[src/rtl/wb_trace_pkg.sv]
// Shared types for the write-back trace buffer.
//   trace_state_e : capture FSM encoding, visible on the top-level 'state' port.
//   trace_entry_t : one recorded write-back {pc, addr, data} at the default
//                   widths. The RAM stores the same field order as a flat
//                   vector, so entries can be unpacked with this type.
package wb_trace_pkg;

  localparam int TRACE_DATA_W = 32;
  localparam int TRACE_ADDR_W = 5;

  typedef enum logic [1:0] {
    ST_IDLE    = 2'd0,
    ST_ARMED   = 2'd1,
    ST_CAPTURE = 2'd2,
    ST_DONE    = 2'd3
  } trace_state_e;

  typedef struct packed {
    logic [TRACE_DATA_W-1:0] pc;
    logic [TRACE_ADDR_W-1:0] addr;
    logic [TRACE_DATA_W-1:0] data;
  } trace_entry_t;

endpackage

[src/rtl/trace_ram.sv]
// Trace storage: DEPTH x WIDTH array, one write port, one registered read port.
//   clk, rst      : clock; rst clears only the read register, never the array
//   we/waddr/wdata: write port
//   re/raddr      : read request; rdata updates on the next edge
//   rdata         : registered read data, holds its value when re=0
module trace_ram #(
  parameter int WIDTH = 69,
  parameter int DEPTH = 16,
  parameter int AW    = $clog2(DEPTH)
) (
  input  logic             clk,
  input  logic             rst,
  input  logic             we,
  input  logic [AW-1:0]    waddr,
  input  logic [WIDTH-1:0] wdata,
  input  logic             re,
  input  logic [AW-1:0]    raddr,
  output logic [WIDTH-1:0] rdata
);

  logic [WIDTH-1:0] mem [DEPTH];

  always_ff @(posedge clk) begin
    if (we) begin
      mem[waddr] <= wdata;
    end
  end

  always_ff @(posedge clk) begin
    if (rst) begin
      rdata <= '0;
    end else if (re) begin
      rdata <= mem[raddr];
    end
  end

endmodule

[src/rtl/wb_trace_buffer.sv]
// Register-file write-back trace buffer.
// Records {pc, addr, data} of every non-x0 write-back, starting with the write
// whose PC equals trig_pc, and lets software pop the entries oldest first.
//   clk, rst                 : clock, synchronous active-high reset
//   wb_en/wb_addr/wb_data/wb_pc : write-back being observed
//   arm, trig_pc, wrap_mode  : capture control (wrap_mode latched on entry to ARMED)
//   rd_en                    : pop request
//   rd_valid, rd_pc/addr/data: popped entry
//   count, overflow, state   : status and FSM state
//
// Read handshake: rd_en is a one-cycle pop request with no ready. It is acted
// on only in DONE with count>0 and no rising arm edge in the same cycle; an
// accepted pop raises rd_valid for exactly the next cycle with rd_* carrying
// the entry. Refused pops leave rd_valid low and rd_* unchanged.
module wb_trace_buffer
  import wb_trace_pkg::*;
#(
  parameter int DATA_W = 32,
  parameter int ADDR_W = 5,
  parameter int DEPTH  = 16
) (
  input  logic                       clk,
  input  logic                       rst,
  input  logic                       wb_en,
  input  logic [ADDR_W-1:0]          wb_addr,
  input  logic [DATA_W-1:0]          wb_data,
  input  logic [DATA_W-1:0]          wb_pc,
  input  logic                       arm,
  input  logic [DATA_W-1:0]          trig_pc,
  input  logic                       wrap_mode,
  input  logic                       rd_en,
  output logic                       rd_valid,
  output logic [DATA_W-1:0]          rd_pc,
  output logic [ADDR_W-1:0]          rd_addr,
  output logic [DATA_W-1:0]          rd_data,
  output logic [$clog2(DEPTH):0]     count,
  output logic                       overflow,
  output logic [1:0]                 state
);

  localparam int PTR_W   = $clog2(DEPTH);
  localparam int CNT_W   = PTR_W + 1;
  localparam int ENTRY_W = 2 * DATA_W + ADDR_W;
  localparam logic [CNT_W-1:0] FULL_CNT = CNT_W'(DEPTH);

  trace_state_e     state_q;
  logic [PTR_W-1:0] wr_ptr;
  logic [PTR_W-1:0] rd_ptr;
  logic [CNT_W-1:0] count_q;
  logic             overflow_q;
  logic             wrap_q;
  logic             arm_q;
  logic             rd_valid_q;

  logic             arm_rise;
  logic             full;
  logic             trig_hit;
  logic             do_store;
  logic             rd_fire;
  logic [ENTRY_W-1:0] ram_rdata;

  always_comb begin
    arm_rise = arm & ~arm_q;
    full     = (count_q == FULL_CNT);
    trig_hit = wb_en && (wb_pc == trig_pc);
    do_store = 1'b0;
    rd_fire  = 1'b0;
    case (state_q)
      // The trigger write starts capture even if it targets x0, but like any
      // x0 write it is not recorded.
      ST_ARMED:   do_store = arm && trig_hit && (wb_addr != '0);
      ST_CAPTURE: do_store = arm && wb_en && (wb_addr != '0);
      // A rising arm edge restarts capture and wins over a pop.
      ST_DONE:    rd_fire  = rd_en && (count_q != '0) && !arm_rise;
      default:    ;
    endcase
    if (rst) begin
      do_store = 1'b0;
      rd_fire  = 1'b0;
    end
  end

  always_ff @(posedge clk) begin
    if (rst) begin
      state_q    <= ST_IDLE;
      wr_ptr     <= '0;
      rd_ptr     <= '0;
      count_q    <= '0;
      overflow_q <= 1'b0;
      wrap_q     <= 1'b0;
      arm_q      <= 1'b0;
      rd_valid_q <= 1'b0;
    end else begin
      arm_q      <= arm;
      rd_valid_q <= rd_fire;

      // Storing into a full circular buffer drops the oldest entry, so the
      // read pointer moves with the write pointer and count stays at DEPTH.
      if (do_store) begin
        wr_ptr <= wr_ptr + PTR_W'(1);
        if (full) begin
          rd_ptr     <= rd_ptr + PTR_W'(1);
          overflow_q <= 1'b1;
        end else begin
          count_q <= count_q + CNT_W'(1);
        end
      end

      if (rd_fire) begin
        rd_ptr  <= rd_ptr + PTR_W'(1);
        count_q <= count_q - CNT_W'(1);
      end

      case (state_q)
        ST_IDLE: begin
          if (arm) begin
            state_q    <= ST_ARMED;
            wr_ptr     <= '0;
            rd_ptr     <= '0;
            count_q    <= '0;
            overflow_q <= 1'b0;
            wrap_q     <= wrap_mode;
          end
        end
        ST_ARMED: begin
          if (!arm) begin
            state_q <= ST_IDLE;
          end else if (trig_hit) begin
            state_q <= ST_CAPTURE;
          end
        end
        ST_CAPTURE: begin
          if (!arm) begin
            state_q <= ST_DONE;
          end else if (do_store && !wrap_q && (count_q == FULL_CNT - CNT_W'(1))) begin
            state_q <= ST_DONE;
          end
        end
        ST_DONE: begin
          if (arm_rise) begin
            state_q    <= ST_ARMED;
            wr_ptr     <= '0;
            rd_ptr     <= '0;
            count_q    <= '0;
            overflow_q <= 1'b0;
            wrap_q     <= wrap_mode;
          end
        end
        default: state_q <= ST_IDLE;
      endcase
    end
  end

  trace_ram #(
    .WIDTH (ENTRY_W),
    .DEPTH (DEPTH),
    .AW    (PTR_W)
  ) u_ram (
    .clk   (clk),
    .rst   (rst),
    .we    (do_store),
    .waddr (wr_ptr),
    .wdata ({wb_pc, wb_addr, wb_data}),
    .re    (rd_fire),
    .raddr (rd_ptr),
    .rdata (ram_rdata)
  );

  assign rd_valid = rd_valid_q;
  assign rd_pc    = ram_rdata[ENTRY_W-1 -: DATA_W];
  assign rd_addr  = ram_rdata[DATA_W +: ADDR_W];
  assign rd_data  = ram_rdata[DATA_W-1:0];
  assign count    = count_q;
  assign overflow = overflow_q;
  assign state    = state_q;

endmodule
[config.mk]
export PLATFORM = sky130hd
export DESIGN_NAME = wb_trace_buffer
export DESIGN_NICKNAME = d
export VERILOG_FILES = /design/src/rtl/wb_trace_pkg.sv /design/src/rtl/trace_ram.sv /design/src/rtl/wb_trace_buffer.sv
export SDC_FILE = /design/constraint.sdc
export NUM_CORES = 1
export LEC_CHECK = 0
export CAP_MARGIN = 20
export CORE_ASPECT_RATIO = 0.7
export CORE_UTILIZATION = 68
export DETAILED_ROUTE_END_ITERATION = 7
export DONT_BUFFER_PORTS = 1
export HOLD_SLACK_MARGIN = 0.02
export PLACE_DENSITY = 0.84
export SYNTH_ARGS = -nofsm -noshare
export SYNTH_HDL_FRONTEND = slang
export SYNTH_SLANG_ARGS = --single-unit
[constraint.sdc]
create_clock -name clk -period 9 [get_ports clk]
set_input_delay 1.8 -clock clk [delete_from_list [all_inputs] [get_ports clk]]
set_output_delay 1.8 -clock clk [all_outputs]
set_load 0.05 [all_outputs]
==> summary.md, run 1 <==
| Metric | Value |
|---|---|
| Synth Register Bits | 1192 |
| Hold path start | wrap_q$_SDFFE_PP0P_ |
| Power Dens Cells | 213 nW/um2 |
| Register area | 34900 um2 |
| Vias in the first global route | 22797 |
| Routed Antenna Nets | 0 |
| Synth Warn # | 0 |
| Placed Cells | 2830 |
| Total die area | 67900 um2 |
| Sequential-to-total area share from yosys stat | 0.768 |
| Routed via count | 22270 |
| Distinct cells, synth | 50 |
| DIE HEIGHT | 218 um |
| Vias/cell | 7.36 |
| Data required, critical path | 9280 ps |
| Drt drc | 0 |
| Clk root buf | clkbuf_16 |
| Status | complete, no violations |
| Io pins | 185 |
| CTS tree | yes |
| Worst hold path class | reg -> reg |
| Crit path kind | in -> reg |
| P_leak | 14.8 nW |
| DIE WIDTH | 311 um |
| Post-CTS Setup Bufs | 0 |
| Clk_lat worst skew | 680 ps |
| Wirelength, routed | 111 mm |
| FF-to-FF Start | state[1]$_SDFFE_PP0P_ |
| Crit path DAT | 6490 ps |
| Hold EP | wrap_q$_SDFFE_PP0P_ |
| Reg clk slew, reported paths | 70 ps |
| Unrepaired setup endpoints after global routing | false |
| Final Cycle Share | 0.690 |
| Starting Density | 0.695 |
| Post-synth EDFFs | 1104 |
| CP startpoint kind | input pin |
| Met1 usage | 0.447 |
| Count of final hold-check violations | 0 |
| First-pass GRT wire length | 159 mm |
| NumNets Final | 2177 |
| CTS Buf Count | 102 |
| Initial antenna violation count | 2 |
| Hold_buf cts | 0 |
| Setup-failing EPs final | 0 |
| Grt met2 use | 0.540 |
| Synth Flop Type | edfxtp_1 |
| Worst-margin pin slew | 1110 ps |
| Hold Path Depth | 2 |
| Core area | 65400 um2 |
| Final GP Congestion | 0.799 |
| Max-cap viol count | 0 |
| Reg-to-reg slack, setup | 3880 ps |
| GRT Util Overall | 0.334 |
| Clock Skew | 34.2 ps |
| Setup total negative slack | 0 ps |
| Post-synth ARST share | 0 |
| Max Slew Vio Count | 0 |
| Critical path peak fanout | 43 |
| Clk sinks | 1192 |
| Total congestion overflow | 0 |
| Grt peak-use layer | met2 |
| Drt pass-1 iters | 6 |
| DP Wirelength | 54.9 mm |
| Mapped cell area | 45400 um2 |
| PortBufs | 0 |
| Initial DRC Count | 3400 |
| Multi-input gate area | 9940 um2 |
| Max Root-Sink Buffers | 3 |
| Share of layout cells above drive strength 1 | 0.253 |
| Largest net degree at the start of global routing | 126 |
| Met3 Usage GRT | 0.0953 |
| Reg2reg end | u_ram.mem[0][14]$_DFFE_PP_ |
| R2r worst-path depth | 7 |
| Maximum VDD drop | 0.000210 V |
| Fin cells | 3027 |
| Post-Layout Inst Area | 49600 um2 |
| Post-DR wirelength/cell | 36.6 um |
| H-tree Lvls | 3 |
| Minimum clock period | 6210 ps |
| Slew HR | 0.259 |
| Mapped Cells | 2032 |
| Nature of the critical path endpoint | flop |
| Syn avg cell area | 22.4 um2 |
| Peak Freq | 161 MHz |
| CTS resizes | 0 |
| Core Util, Final | 0.759 |
| Mapped Nets | 2152 |
| Placed Area | 46200 um2 |
| Area Overhead vs Synth | 9.17% |
| Rows | 78 |
| Filler Cell Count | 3163 |
==> per-layer routing <==
metal,up-vias,wire [um]
li1,8501,-
met3,293,12800
met5,-,31
met2,1796,55100
met4,2,3780
met1,11678,39200
==> worst max-delay path, cell delays in order <==
cell and delay (ps):
xnor2_1 520, nand4_1 370, nor4_1 970, a31o_2 560, and2_1 660, and3_4 970
buf_4 600
==> cell type report <==
class,instances,area share
flip-flops and latches,1192,0.704
multi-input cells,722,0.200
clock buffers,135,0.0556
well taps,880,0.0222
clock inverters,58,0.0111
repair buffers,29,0.00570
inverters,10,0.000782
diodes,1,0.0000504
==> state kept, by name, indices dropped and copies added, names as in the netlist <==
| register | count |
|---|---|
| arm_q | 1 |
| count | 5 |
| overflow | 1 |
| rd_ptr | 4 |
| rd_valid | 1 |
| state | 2 |
| u_ram.mem | 1104 |
| u_ram.rdata | 69 |
| wr_ptr | 4 |
| wrap_q | 1 |
==> how the worst max path moves through the flow <==
stage,endpoint,slack (ps),start,cells past startpoint
final,u_ram.mem[0][14]$_DFFE_PP_,2790,trig_pc[2],7
after global routing,u_ram.mem[0][16]$_DFFE_PP_,2880,trig_pc[2],7
after CTS,u_ram.mem[13][56]$_DFFE_PP_,3030,trig_pc[2],7
after detailed placement,u_ram.mem[0][16]$_DFFE_PP_,2460,trig_pc[2],7
after global placement,u_ram.mem[12][19]$_DFFE_PP_,2640,trig_pc[2],7
after floorplan,u_ram.mem[11][0]$_DFFE_PP_,3830,trig_pc[14],8
==> cell families (layout without fill, tap and decap cells) <==
kind of cell	after synthesis	in the layout	share of synthesized area
buf+inv	118	232	0.0147
simple gates	221	221	0.0212
mux	354	354	0.173
other cells	0	1	0
compound gates	100	100	0.0126
fa+ha+maj	13	13	0.00358
xor+xnor	34	34	0.00655
flops	1192	1192	0.768
==> stage by stage <==
step / hold slack [ps] / total power [W] / setup slack, ps
2_1_floorplan: 448 / 0.00622 / 3830
3_3_place_gp: 474 / 0.00623 / 2640
3_5_place_dp: 471 / 0.00623 / 2460
4_1_cts: 525 / 0.0106 / 3030
5_1_grt: 549 / 0.0108 / 2880
6_report: 542 / 0.0106 / 2790
==> Yosys cell counts (4+ instances only) <==
library cell  count  area share
edfxtp_1       1104        0.73
mux4_2          345        0.17
nand2_1         152       0.013
dfxtp_1          88       0.039
a21oi_1          76      0.0084
clkbuf_1         39      0.0032
buf_2            36      0.0040
xnor2_1          32      0.0062
buf_6            24      0.0059
and3_1           20      0.0028
nor2_1           16      0.0013
ha_1             13      0.0036
nand4_1          10      0.0014
buf_1             9     0.00074
inv_1             8     0.00066
mux2i_1           7      0.0015
a31oi_1           4     0.00055
nand3_1           4     0.00044
==> report_power, final <==
group / leakage (nW) / internal, W / switching (W)
registers: 10.6 / 0.00604 / 0.0000101
clock network: 1.61 / 0.00245 / 0.00200
logic: 2.53 / 0.0000222 / 0.0000415
total: 14.8 / 0.00852 / 0.00205
==> layout by cell type, fill, tap and decap left out, types with 3 or more instances in the layout <==
master	netlist	routed
clkbuf_1	39	27
a21oi_1	76	76
mux2i_1	7	7
xnor2_1	32	32
buf_4	0	25
inv_6	0	3
nor3_1	3	3
and3_1	20	4
clkbuf_8	0	4
bufinv_16	0	10
o21ai_0	3	3
nand2_1	152	152
mux4_2	345	345
nor2b_1	3	3
clkinv_1	0	21
nand3_1	4	4
clkinvlp_4	0	5
nand4_1	10	10
dfxtp_4	0	4
clkbuf_16	0	104
inv_1	8	8
dfxtp_1	88	84
clkinv_2	0	18
a31o_1	3	3
a31oi_1	4	4
ha_1	13	13
edfxtp_1	1104	1104
and2_1	3	3
and3_4	0	16
nor2_1	16	16
No activity file was read; power rests on OpenSTA's default activity.
==> run 2, diff against run 1 <==
--- a/config.mk
+++ b/config.mk
@@ -7,11 +7,11 @@
 export LEC_CHECK = 0
 export CAP_MARGIN = 20
 export CORE_ASPECT_RATIO = 0.7
-export CORE_UTILIZATION = 68
+export CORE_UTILIZATION = 63
 export DETAILED_ROUTE_END_ITERATION = 7
 export DONT_BUFFER_PORTS = 1
 export HOLD_SLACK_MARGIN = 0.02
-export PLACE_DENSITY = 0.84
+export PLACE_DENSITY = 0.79
 export SYNTH_ARGS = -nofsm -noshare
 export SYNTH_HDL_FRONTEND = slang
 export SYNTH_SLANG_ARGS = --single-unit
==> constraint.sdc (replaced) <==
create_clock -name clk -period 6.2 [get_ports clk]
set_input_delay 1.24 -clock clk [delete_from_list [all_inputs] [get_ports clk]]
set_output_delay 1.24 -clock clk [all_outputs]
set_load 0.05 [all_outputs]
==> run 2 against run 1 <==
First-iteration DRC count fell by 17%. Die area up 7.9%. Hold slack got worse by 23 ps. Via count fell by 3.1%. Sequential power grew 45%. Critical endpoint is now u_ram.mem[14][41]$_DFFE_PP_. Largest power group unchanged. Highest routed layer unchanged.
==> summary.md, run 2 (synthesis results as in run 1) <==
| Metric | Value |
|---|---|
| Status | complete, no violations (unchanged) |
| Sw Share | 0.191 (was 0.194) |
| Reg2reg end | u_ram.mem[14][41]$_DFFE_PP_ (was u_ram.mem[0][14]$_DFFE_PP_) |
| Filler Cell Count | 3934 (was 3163) |
| Minimum clock period | 4810 ps |
| Power Dens Cells | 303 nW/um2 (was 213 nW/um2) |
| P_leak | 14.9 nW (was 14.8 nW) |
| First-pass GRT wire length | 151 mm (was 159 mm) |
| DIE WIDTH | 323 um (was 311 um) |
| Hold Path Depth | 2 (unchanged) |
| Worst-margin pin slew | 1090 ps (was 1110 ps) |
| Most flop-heavy register | u_ram.mem (unchanged) |
| Nature of the critical path endpoint | flop (unchanged) |
| Critical path peak fanout | 29 (was 43) |
| Register area | 34900 um2 (unchanged) |
| Comb power frac | 0.006 (about the same) |
| Hold_buf cts | 0 (unchanged) |
| Max Root-Sink Buffers | 3 (unchanged) |
| Setup total negative slack | 0 ps (unchanged) |
| Drt pass-1 iters | 6 (unchanged) |
| Io pins | 185 (unchanged) |
| Max-cap viol count | 0 (unchanged) |
| Post-DR wirelength/cell | 33.5 um (was 36.6 um) |
| Largest net degree at the start of global routing | 110 (was 126) |
| Max Slew Vio Count | 0 (unchanged) |
| CTS tree | yes (unchanged) |
| Routed via count | 21582 (was 22270) |
| Area Overhead vs Synth | 10.3% (was 9.17%) |
| Commonest non-fill, non-tap cell in the layout | edfxtp_1 (unchanged) |
| Post-CTS Setup Bufs | 0 (unchanged) |
| DP Wirelength | 57.0 mm (was 54.9 mm) |
| Worst hold slack | 519 ps (was 542 ps) |
| Clock Skew | 36.3 ps (was 34.2 ps) |
| Multi-input gate area | 9940 um2 (unchanged) |
| H-tree Lvls | 3 (unchanged) |
| Peak Freq | 208 MHz |
| Maximum VDD drop | 0.000257 V (was 0.000210 V) |
| Total congestion overflow | 0 (unchanged) |
| Slew HR | 0.272 (was 0.259) |
| Core Util, Final | 0.710 (was 0.759) |
| CP startpoint kind | input pin (unchanged) |
| CTS Buf Count | 103 (was 102) |
| Final GP Congestion | 0.838 (was 0.799) |
| Vias/cell | 6.89 (was 7.36) |
| Reg-to-reg slack, setup | 1810 ps (was 3880 ps) |
| CTS resizes | 0 (unchanged) |
| Critical path startpoint | trig_pc[2] (unchanged) |
| Data required, critical path | 6540 ps (was 9280 ps) |
| Initial DRC Count | 2821 (was 3400) |
| Crit path kind | in -> reg (unchanged) |
| GRT Util Overall | 0.295 (was 0.334) |
| Unrepaired setup endpoints after global routing | false (unchanged) |
| Clk root buf | clkbuf_16 (unchanged) |
| Reg clk slew, reported paths | 70 ps (about the same) |
| Net Switching | 0.00291 W (was 0.00205 W) |
| R2r worst-path depth | 7 (unchanged) |
| Internal power | 0.0123 W (was 0.00852 W) |
| Clock power frac | 0.416 (was 0.421) |
| Count of final hold-check violations | 0 (unchanged) |
| Total die area | 73200 um2 (was 67900 um2) |
| Final Cycle Share | 0.776 |
| PortBufs | 0 (unchanged) |
| Crit path DAT | 5150 ps (was 6490 ps) |
| Share of layout cells above drive strength 1 | 0.261 (was 0.253) |
| NumNets Final | 2206 (was 2177) |
| Drt drc | 0 (unchanged) |
| Crit path to | u_ram.mem[14][41]$_DFFE_PP_ (was u_ram.mem[0][14]$_DFFE_PP_) |
| Core area | 70500 um2 (was 65400 um2) |
| DIE HEIGHT | 227 um (was 218 um) |
| FF-to-FF Start | state[1]$_SDFFE_PP0P_ (unchanged) |
| Starting Density | 0.644 (was 0.695) |
| Routed Antenna Nets | 0 (unchanged) |
| Rows | 81 (was 78) |
| Vias in the first global route | 21780 (was 22797) |
| Clk_lat worst skew | 690 ps (was 680 ps) |
| Most frequent cells in the layout | edfxtp_1 (1104), mux4_2 (345), nand2_1 (152), clkbuf_16 (105), dfxtp_1 (84) (was edfxtp_1 (1104), mux4_2 (345), nand2_1 (152), clkbuf_16 (104), dfxtp_1 (84)) |
| Setup-failing EPs final | 0 (unchanged) |
| Sequential share of power | 0.578 (was 0.573) |
| Worst hold path class | reg -> reg (unchanged) |
| Wirelength, routed | 105 mm (was 111 mm) |
| Max reg flops | 1104 (unchanged) |
| Initial antenna violation count | 4 (was 2) |
| Clk sinks | 1192 (unchanged) |
## run 2: changes by cell type in the layout (fill, tap and decap cells not counted), moves of 2 or more
| cell | before | now |
|---|---|---|
| buf_4 | 25 | 33 |
| buf_12 | 2 | 23 |
| bufinv_16 | 10 | 7 |
| diode_2 | 1 | 3 |
| clkinv_1 | 21 | 14 |
| clkbuf_8 | 4 | 6 |
| inv_6 | 3 | 1 |
| clkbuf_1 | 27 | 39 |
## run 2: cell type report
cell class                 count  share of cell area
clock buffer                 150              0.0570
multi-input combinational    722               0.198
clock inverter                44             0.00826
tap                          954              0.0238
antenna                        3            0.000150
timing repair buffer          57              0.0147
sequential                  1192               0.697
inverter                      10            0.000774
## run 2: worst max-delay path: stages
cell	delay [ps]
xnor2_1	550
nand4_1	360
nor4_1	680
buf_4	230
a31o_2	430
and2_1	600
and3_4	670
buf_12	330
## run 2: power by group through the flow
stage	logic, W	registers [W]	clock network (W)
final	0.0000873	0.00879	0.00633
after global routing	0.0000922	0.00878	0.00667
after CTS	0.0000853	0.00879	0.00639
after detailed placement	0.0000812	0.00896	0
after global placement	0.0000791	0.00896	0
after floorplan	0.0000613	0.00896	0
## run 2: per-stage QoR
stage / total power [W] / worst slack, ps / instance area (um2) / cells
detailed placement: 0.00904 / 762 / 46800 / 2934
global placement: 0.00904 / 836 / 46800 / 2934
global route: 0.0155 / 1380 / 50100 / 3129
finish: 0.0152 / 1390 / 50100 / 3132
floorplan: 0.00902 / 1590 / 45400 / 2032
CTS: 0.0153 / 1440 / 50100 / 3128
## run 2: how the worst min path moves through the flow
| stage | from | endpoint | slack (ps) |
|---|---|---|---|
| CTS | wrap_q$_SDFFE_PP0P_ | wrap_q$_SDFFE_PP0P_ | 500 |
| global route | wrap_q$_SDFFE_PP0P_ | wrap_q$_SDFFE_PP0P_ | 550 |
| floorplan | wrap_q$_SDFFE_PP0P_ | wrap_q$_SDFFE_PP0P_ | 450 |
| detailed placement | wrap_q$_SDFFE_PP0P_ | wrap_q$_SDFFE_PP0P_ | 480 |
| global placement | wrap_q$_SDFFE_PP0P_ | wrap_q$_SDFFE_PP0P_ | 460 |
| finish | wrap_q$_SDFFE_PP0P_ | wrap_q$_SDFFE_PP0P_ | 520 |
## run 2: metal layers
| layer | wire, um | up-vias | track usage |
|---|---|---|---|
| li1 | - | 8574 | - |
| met2 | 49600 | 1384 | 0.450 |
| met3 | 12500 | 168 | 0.0874 |
| met1 | 40600 | 11450 | 0.426 |
| met5 | 34 | - | 0 |
| met4 | 2300 | 6 | 0.0729 |
